===== src/rtl/reel_speed_scheduler.sv =====
// Reel speed sequencer: ramps the clock-divider speed word up to cruise, holds it,
// then ramps it back down to idle, pulsing div_rst on every speed change.
module reel_speed_scheduler #(
    parameter int unsigned MIN_SPEED     = 2,
    parameter int unsigned MAX_SPIN      = 20,
    parameter int unsigned SPEED_STEP    = 2,
    parameter int unsigned STEP_CYCLES   = 2500000,
    parameter int unsigned CRUISE_CYCLES = 50000000
) (
    input  logic        clk,
    input  logic        rst,
    input  logic        start,
    input  logic        stop,
    output logic [25:0] speed,
    output logic        div_rst,
    output logic        busy,
    output logic        done
);
    typedef enum logic [2:0] {S_IDLE, S_ACCEL, S_CRUISE, S_DECEL, S_DONE} state_t;

    localparam logic [31:0] STEP_LAST   = 32'(STEP_CYCLES - 1);
    localparam logic [31:0] CRUISE_LAST = 32'(CRUISE_CYCLES - 1);
    localparam logic [26:0] MIN_W       = 27'(MIN_SPEED);
    localparam logic [26:0] MAX_W       = 27'(MAX_SPIN);
    localparam logic [26:0] STEP_W      = 27'(SPEED_STEP);
    localparam logic [25:0] MIN_26      = 26'(MIN_SPEED);
    localparam logic [25:0] MAX_26      = 26'(MAX_SPIN);
    localparam logic [25:0] STEP_26     = 26'(SPEED_STEP);

    state_t      r_state, w_state_nxt;
    logic [25:0] r_step_tmr, r_cruise_tmr, r_speed;
    logic        r_div_rst, r_busy, r_done;
    logic        w_step, w_cruise_to;
    logic [26:0] w_sum;
    logic [25:0] w_up, w_dn, w_speed_nxt;
    logic        w_div_rst_nxt, w_busy_nxt, w_done_nxt;

    assign w_step      = ({6'd0, r_step_tmr} == STEP_LAST);
    assign w_cruise_to = ({6'd0, r_cruise_tmr} == CRUISE_LAST);

    // Saturating ramp arithmetic done in 27 bits so neither end can wrap
    assign w_sum = {1'b0, r_speed} + STEP_W;
    assign w_up  = (w_sum > MAX_W) ? MAX_26 : w_sum[25:0];
    assign w_dn  = ({1'b0, r_speed} < (MIN_W + STEP_W)) ? MIN_26 : (r_speed - STEP_26);

    always_ff @(posedge clk or posedge rst) begin
        if (rst) begin
            r_state      <= S_IDLE;
            r_step_tmr   <= '0;
            r_cruise_tmr <= '0;
            r_speed      <= MIN_26;
            r_div_rst    <= 1'b0;
            r_busy       <= 1'b0;
            r_done       <= 1'b0;
        end else begin
            r_state   <= w_state_nxt;
            r_speed   <= w_speed_nxt;
            r_div_rst <= w_div_rst_nxt;
            r_busy    <= w_busy_nxt;
            r_done    <= w_done_nxt;
            if (w_state_nxt != r_state) begin
                r_step_tmr   <= '0;
                r_cruise_tmr <= '0;
            end else begin
                if (r_state == S_ACCEL || r_state == S_DECEL)
                    r_step_tmr <= w_step ? '0 : r_step_tmr + 26'd1;
                if (r_state == S_CRUISE)
                    r_cruise_tmr <= r_cruise_tmr + 26'd1;
            end
        end
    end

    always_comb begin
        w_state_nxt = r_state;
        case (r_state)
            S_IDLE:   if (start) w_state_nxt = S_ACCEL;
            S_ACCEL: begin
                if (stop)                        w_state_nxt = S_DECEL;
                else if (w_step && w_up == MAX_26) w_state_nxt = S_CRUISE;
            end
            S_CRUISE: if (stop || w_cruise_to) w_state_nxt = S_DECEL;
            S_DECEL:  if (w_step && w_dn == MIN_26) w_state_nxt = S_DONE;
            S_DONE:   w_state_nxt = S_IDLE;
            default:  w_state_nxt = S_IDLE;
        endcase
    end

    always_comb begin
        w_speed_nxt = r_speed;
        case (r_state)
            S_IDLE:   w_speed_nxt = MIN_26;
            S_ACCEL:  if (!stop && w_step) w_speed_nxt = w_up;
            S_CRUISE: w_speed_nxt = MAX_26;
            S_DECEL:  if (w_step) w_speed_nxt = w_dn;
            default:  w_speed_nxt = r_speed;
        endcase
        // Suppressing back-to-back pulses only matters when a step lands every cycle
        w_div_rst_nxt = !r_div_rst &&
                        ((r_state == S_IDLE && start) || (w_speed_nxt != r_speed));
        w_busy_nxt    = (w_state_nxt == S_ACCEL) || (w_state_nxt == S_CRUISE) ||
                        (w_state_nxt == S_DECEL);
        w_done_nxt    = (w_state_nxt == S_DONE);
    end

    assign speed   = r_speed;
    assign div_rst = r_div_rst;
    assign busy    = r_busy;
    assign done    = r_done;

endmodule


===== config.mk =====
export PLATFORM = sky130hd
export DESIGN_NAME = reel_speed_scheduler
export DESIGN_NICKNAME = d
export VERILOG_FILES = /design/src/rtl/reel_speed_scheduler.sv
export SDC_FILE = /design/constraint.sdc
export NUM_CORES = 1
export LEC_CHECK = 0
export CAP_MARGIN = 10
export CELL_PAD_IN_SITES_DETAIL_PLACEMENT = 0
export CELL_PAD_IN_SITES_GLOBAL_PLACEMENT = 1
export CORE_MARGIN = 2
export CORE_UTILIZATION = 30
export DETAILED_ROUTE_END_ITERATION = 8
export GPL_TIMING_DRIVEN = 1
export PLACE_DENSITY = 0.54
export SLEW_MARGIN = 10
export SYNTH_ARGS = -nofsm -noshare
export SYNTH_HDL_FRONTEND = slang
export SYNTH_SLANG_ARGS = --single-unit

===== constraint.sdc =====
create_clock -name clk -period 3.5 [get_ports clk]
set_clock_uncertainty 0.05 [all_clocks]
set_input_delay 0.7 -clock clk [delete_from_list [all_inputs] [get_ports clk]]
set_output_delay 0.7 -clock clk [all_outputs]
set_load 0.005 [all_outputs]

# Word level (Yosys, flattened, before mapping)

Index checks and enable logic that the tools add are counted.

Memories kept: 0
Logic and storage cells: 57
Bits in registers: 84
Bits in latches: 0
Memory bits (writable): 0
Output and inout port bits: 29
Bits of input ports: 4
Memory bits (read-only): 0

Add/sub/neg operators: 4
Shift-type cells: 0
$mul: 0
Divide/modulo/power cells: 0
Bitwise logic cells: 0
Order comparisons: 2
Reduce and logical (&&, ||, !) cells: 15
Multiplexer cells: 16
Equality and inequality tests: 13

Operators by type and width:

| operator                | count |
|---|---|
| $mux W26                | 9 |
| $pmux W26 S4            | 1 |
| $add A26 B1 Y26 const B | 2 |
| $add A26 B2 Y27 const B | 1 |
| $gt A27 B5 Y1 const B   | 1 |
| $eq A26 B2 Y1 const B   | 1 |
| $eq A26 B22 Y1 const B  | 1 |
| $eq A26 B26 Y1 const B  | 1 |
| $eq A26 B5 Y1 const B   | 1 |
| $lt A26 B3 Y1 const B   | 1 |
| $ne A26 B26 Y1          | 1 |
| $sub A26 B2 Y26 const B | 1 |
| $mux W3                 | 5 |
| $eq A3 B2 Y1 const B    | 4 |
| $pmux W3 S4             | 1 |
| $eq A3 B1 Y1 const B    | 2 |
| $logic_and A1 B1 Y1     | 5 |
| $logic_or A1 B1 Y1      | 5 |
| $reduce_bool A2 Y1      | 2 |
| $eq A3 B3 Y1 const B    | 1 |
| $logic_not A3 Y1        | 1 |
| $ne A3 B3 Y1            | 1 |
| $logic_not A1 Y1        | 2 |

# Longest topological paths before layout

Depth after elaboration: 11
Gate-level depth with buffers: 14
Mapped depth without buffers: 11

# Worst setup path before layout

Ideal clock, no wire load.

Kind: reg-to-reg
Start: reg r_speed[2] (netlist: speed[2])
End: reg r_step_tmr[10]
Cell stages (with the launch flop): 15
Buffers on the path: 3
Data required time: 3.300 ns
Setup time: 0.150 ns
Path slack: -0.220 ns
Arrival time: 3.519 ns
Clock period less this slack: 3.720 ns
Path through: dfrtp_1 -> clkbuf_1 -> inv_1 -> ha_1 -> or4b_4 -> buf_6 -> nor3_1 -> nand2_1 -> xnor2_1 -> nor4_2 -> a31oi_4 -> o21a_1 -> o31ai_4 -> buf_6 -> nor3_2

Longest elaborated chain between the ends: 10
Elaborated cells between the ends (all ways): 17
Classes of those cells: add/sub (2); order compare (2); eq/ne (3); mux (7); reduce/logical (3)

RTL lines:

| element                                               | RTL line | RTL |
|---|---|---|
| from (decl)                                           | 31       | `logic [25:0] r_step_tmr, r_cruise_tmr, r_speed;` |
| from (signal assigned)                                | 57       | `r_speed <= w_speed_nxt;` |
| $add A26 B2 Y27                                       | 42       | `assign w_sum = {1'b0, r_speed} + STEP_W;` |
| $gt A27 B5 Y1                                         | 43       | `assign w_up = (w_sum > MAX_W) ? MAX_26 : w_sum[25:0];` |
| $mux W26                                              | 43       |  |
| $eq A26 B5 Y1                                         | 79       | `else if (w_step && w_up == MAX_26) w_state_nxt = S_CRUISE;` |
| $logic_and A1 B1 Y1                                   | 79       |  |
| $mux W3                                               | 79       |  |
| $mux W3                                               | 78       | `if (stop) w_state_nxt = S_DECEL;` |
| $pmux W3 S4 *                                         | 75       | `case (r_state)` |
| $ne A3 B3 Y1 *                                        | 61       | `if (w_state_nxt != r_state) begin` |
| $mux W26 / $reduce_bool A2 Y1 (equally long branches) | --       |  |
| to (signal assigned)                                  | 66       | `r_step_tmr <= w_step ? '0 : r_step_tmr + 26'd1;` |
| to (decl)                                             | 31       |  |

Mark *: on every way between the ends. The rest lies on a longest branch, timed or not.
A chain may end at the register's enable or synchronous reset.

# Worst setup path after layout

Start: reg r_speed[5] (netlist: speed[5])
End: reg r_step_tmr[17]

Same word-level chain as after synthesis.

==> impl_results.md <==
* HPWL after detailed placement at 17.5 mm
* ANT nets after route at 0
* Simple-Gate Fraction of Synth Area at 0.328
* Startpoint types: flop
* Yosys warning count at 0
* H-tree depth at 3
* Synth-to-layout area growth at 27.0%
* Sequential share of the synthesized area at 0.332
* Clock Sinks at 84
* Net count after synthesis at 774
* Hold Vio Cnt, Final at 0
* Post-placement cell count at 1114
* Fraction of layout cells with a size suffix above 1 at 0.248
* Layout Cells excl Fill at 1137
* CP startpoint: speed[5]$_DFF_PP0_
* Fmax at 0.294 GHz
* Yosys top cell by area: dfrtp_1
* Root Buffer: clkbuf_16
* Top cells by count, synth: dfrtp_1, nor2_1, nand2_1
* Top cell type's share of synthesized area at 0.327
* Final Critical Period at 3.41 ns
* Port bufs at 32
* GRT Resource Usage Total at 0.213
* Vias in the first global route at 6266
* Min-Delay Startpoint: div_rst$_DFF_PP0_
* Largest net degree at the start of global routing at 49
* Die H at 149 um
* Slew HR at 0.487
* XOR/XNOR share of the synthesized area at 0.0787
* Dpl ws at -0.443 ns
* Worst-path fanout max at 11
* CP Data Arrival Time at 3.58 ns
* Num CTS Buffers at 9
* Status: finished, final reports clean
* Hold WS at 0.433 ns
* Antenna Cells at 0
* Mux contribution to synthesized area at 0.00631
* Critical Path End Type: flop
* Cells after Synth at 766
* Top FF cell, synth: dfrtp_1
* Initial Util at 0.304
* WP data required at 3.68 ns
* Initial antenna violation count at 0
* Compound-cell area share of the yosys netlist at 0.194
* Netlist cell types at 81
* Worst min path class: reg -> reg
* WL final at 23.7 mm
* DRC at 0
* Worst vdd ir at 212 uV
* Asr flop ratio synth at 1.00
* Final setup vio count at 0
* First-pass GRT wire length at 36.4 mm
* Count leader, synth: dfrtp_1
* Core ar. at 20900 um^2
* Die area at 22300 um^2
* First-pass DRT Iterations at 5
* CTS Hold Bufs at 0
* Yosys reg bits at 84
* Longest Clk Path Bufs at 2
* Vias per Instance at 5.61
* Pleak at 3.15 nW
* Cell Rows at 53
* 1st-iter DRT viols at 429
* Tightest Pin Transition at 0.767 ns
* Largest family of logic cells by synthesized area: simple AND/OR/NAND/NOR gates
* IO Pins at 33
* Reg2reg start: speed[5]$_DFF_PP0_
* Synth Cell Area at 6340 um^2
* Via count at 6374
* Drt wl/cell at 20.8 um
* CTS tree: yes
* Mean Syn Cell Area at 8.28 um^2
* Pwr dens at 304 nW/um^2
* Slack of the critical path at 0.0939 ns
* Worst-Skew Late Latency at 0.36 ns
* Die width at 149 um
* Crit share post-route at 0.973
* Post-synth EDFFs at 0
* Gpl congestion at 0.972
* Nets at 865
* Reg clk slew, reported paths at 0.08 ns
* Max-slew violation count at 0
* Top cells by area, synth: dfrtp_1, xor2_1, o21ai_0, nor2_1, nand2_1
* Crit Path Category: reg -> reg
* Adder-Cell Fraction of Synth Area at 0.00789
* Max cap viols at 0
* Grt total ovfl at 0
## where the power goes
group          total (mW)  switching [mW]  internal (mW)
clock               0.980           0.479          0.501
sequential           1.09          0.0654           1.02
combinational       0.380           0.215          0.166
## final timing paths
kind / end / slack (ns) / cells after the start
max reg2reg: r_step_tmr[17]$_DFFE_PP0P_ / 0.09 / 12
min in group asynchronous: r_step_tmr[11]$_DFFE_PP0P_ / 0.70 / 2
max in group asynchronous: speed[1]$_DFF_PP1_ / 1.95 / 3
min: div_rst$_DFF_PP0_ / 0.43 / 1
max: r_step_tmr[17]$_DFFE_PP0P_ / 0.09 / 12
min reg2reg: div_rst$_DFF_PP0_ / 0.43 / 1
## cells in the final DEF, fill, tap and decap left out, types with 5 or more instances in the layout
| master | n |
|---|---|
| buf_4 | 93 |
| dfrtp_1 | 79 |
| nor2_1 | 67 |
| nand2_1 | 61 |
| o21ai_0 | 53 |
| nand3_1 | 36 |
| a21oi_1 | 35 |
| xor2_1 | 34 |
| clkdlybuf4s50_1 | 32 |
| nor2_2 | 29 |
| nand4_1 | 28 |
| nor3_1 | 26 |
| xnor2_1 | 22 |
| and3_1 | 20 |
| inv_1 | 14 |
| or3_1 | 13 |
| nor3_2 | 12 |
| o31ai_1 | 12 |
| nand2b_1 | 12 |
| clkbuf_16 | 10 |
| nor4_1 | 9 |
| o211ai_1 | 7 |
| a21o_1 | 6 |
| and2_1 | 5 |
| a22oi_1 | 5 |
| a21oi_2 | 5 |
| nor2b_1 | 5 |
| nor3_4 | 5 |
## per-layer routing
metal / track usage / routed length, um / vias up
met2: 0.359 / 11600 / 203
met3: 0.0309 / 1140 / 55
met4: 0.0943 / 901 / 0
li1: - / - / 2985
met1: 0.270 / 10000 / 3131
met5: 0 / 0 / -
## flip-flops by register name (all words and copies together) (netlist names)
signal	cells
busy	1
r_step_tmr	26
r_state	3
done	1
r_cruise_tmr	26
speed	26
div_rst	1
## stage by stage
stage	instance area (um^2)	power, mW	util	TNS [ns]
6_report	8050	2.45	0.386	0
5_1_grt	8050	2.56	0.386	-0.674
4_1_cts	7780	2.45	0.373	0
3_5_place_dp	7460	1.46	0.357	-21.67
3_3_place_gp	7460	1.45	0.357	-14.21
2_1_floorplan	6350	1.32	-	0
## what timing repair did
item,CTS,global route
gates cloned,0,2
pin swaps,0,9
buffers inserted,0,5
gates resized for setup,4,35
endpoints found under the setup margin,54,53
## worst max-delay path: stages (launching register included)
cell	delay [ns]
dfrtp_1	0.42
or4_1	0.60
buf_4	0.18
nor4_4	0.32
nand3_1	0.19
xnor2_1	0.30
and3_1	0.26
a31oi_4	0.09
o21a_1	0.23
o31ai_4	0.23
buf_12	0.17
buf_12	0.16
nor3_2	0.06
## cell families (layout without fill, tap and decap cells)
kind of cell,count (synthesis),after routing
compound gates,180,180
xor+xnor,57,57
fa+ha+maj,4,4
buf+inv,68,164
flops,84,84
mux,4,4
simple gates,369,369
## area by class of cell
class                   instances  area (um^2)
repair buffers                132         1150
inverters                      16         61.3
flip-flops and latches         84         2110
fillers                      2148        12800
clock buffers                   9          225
well taps                     275          344
clock inverters                 7         68.8
multi-input cells             614         4100
Note: power is estimated with default switching activity, not from simulation.
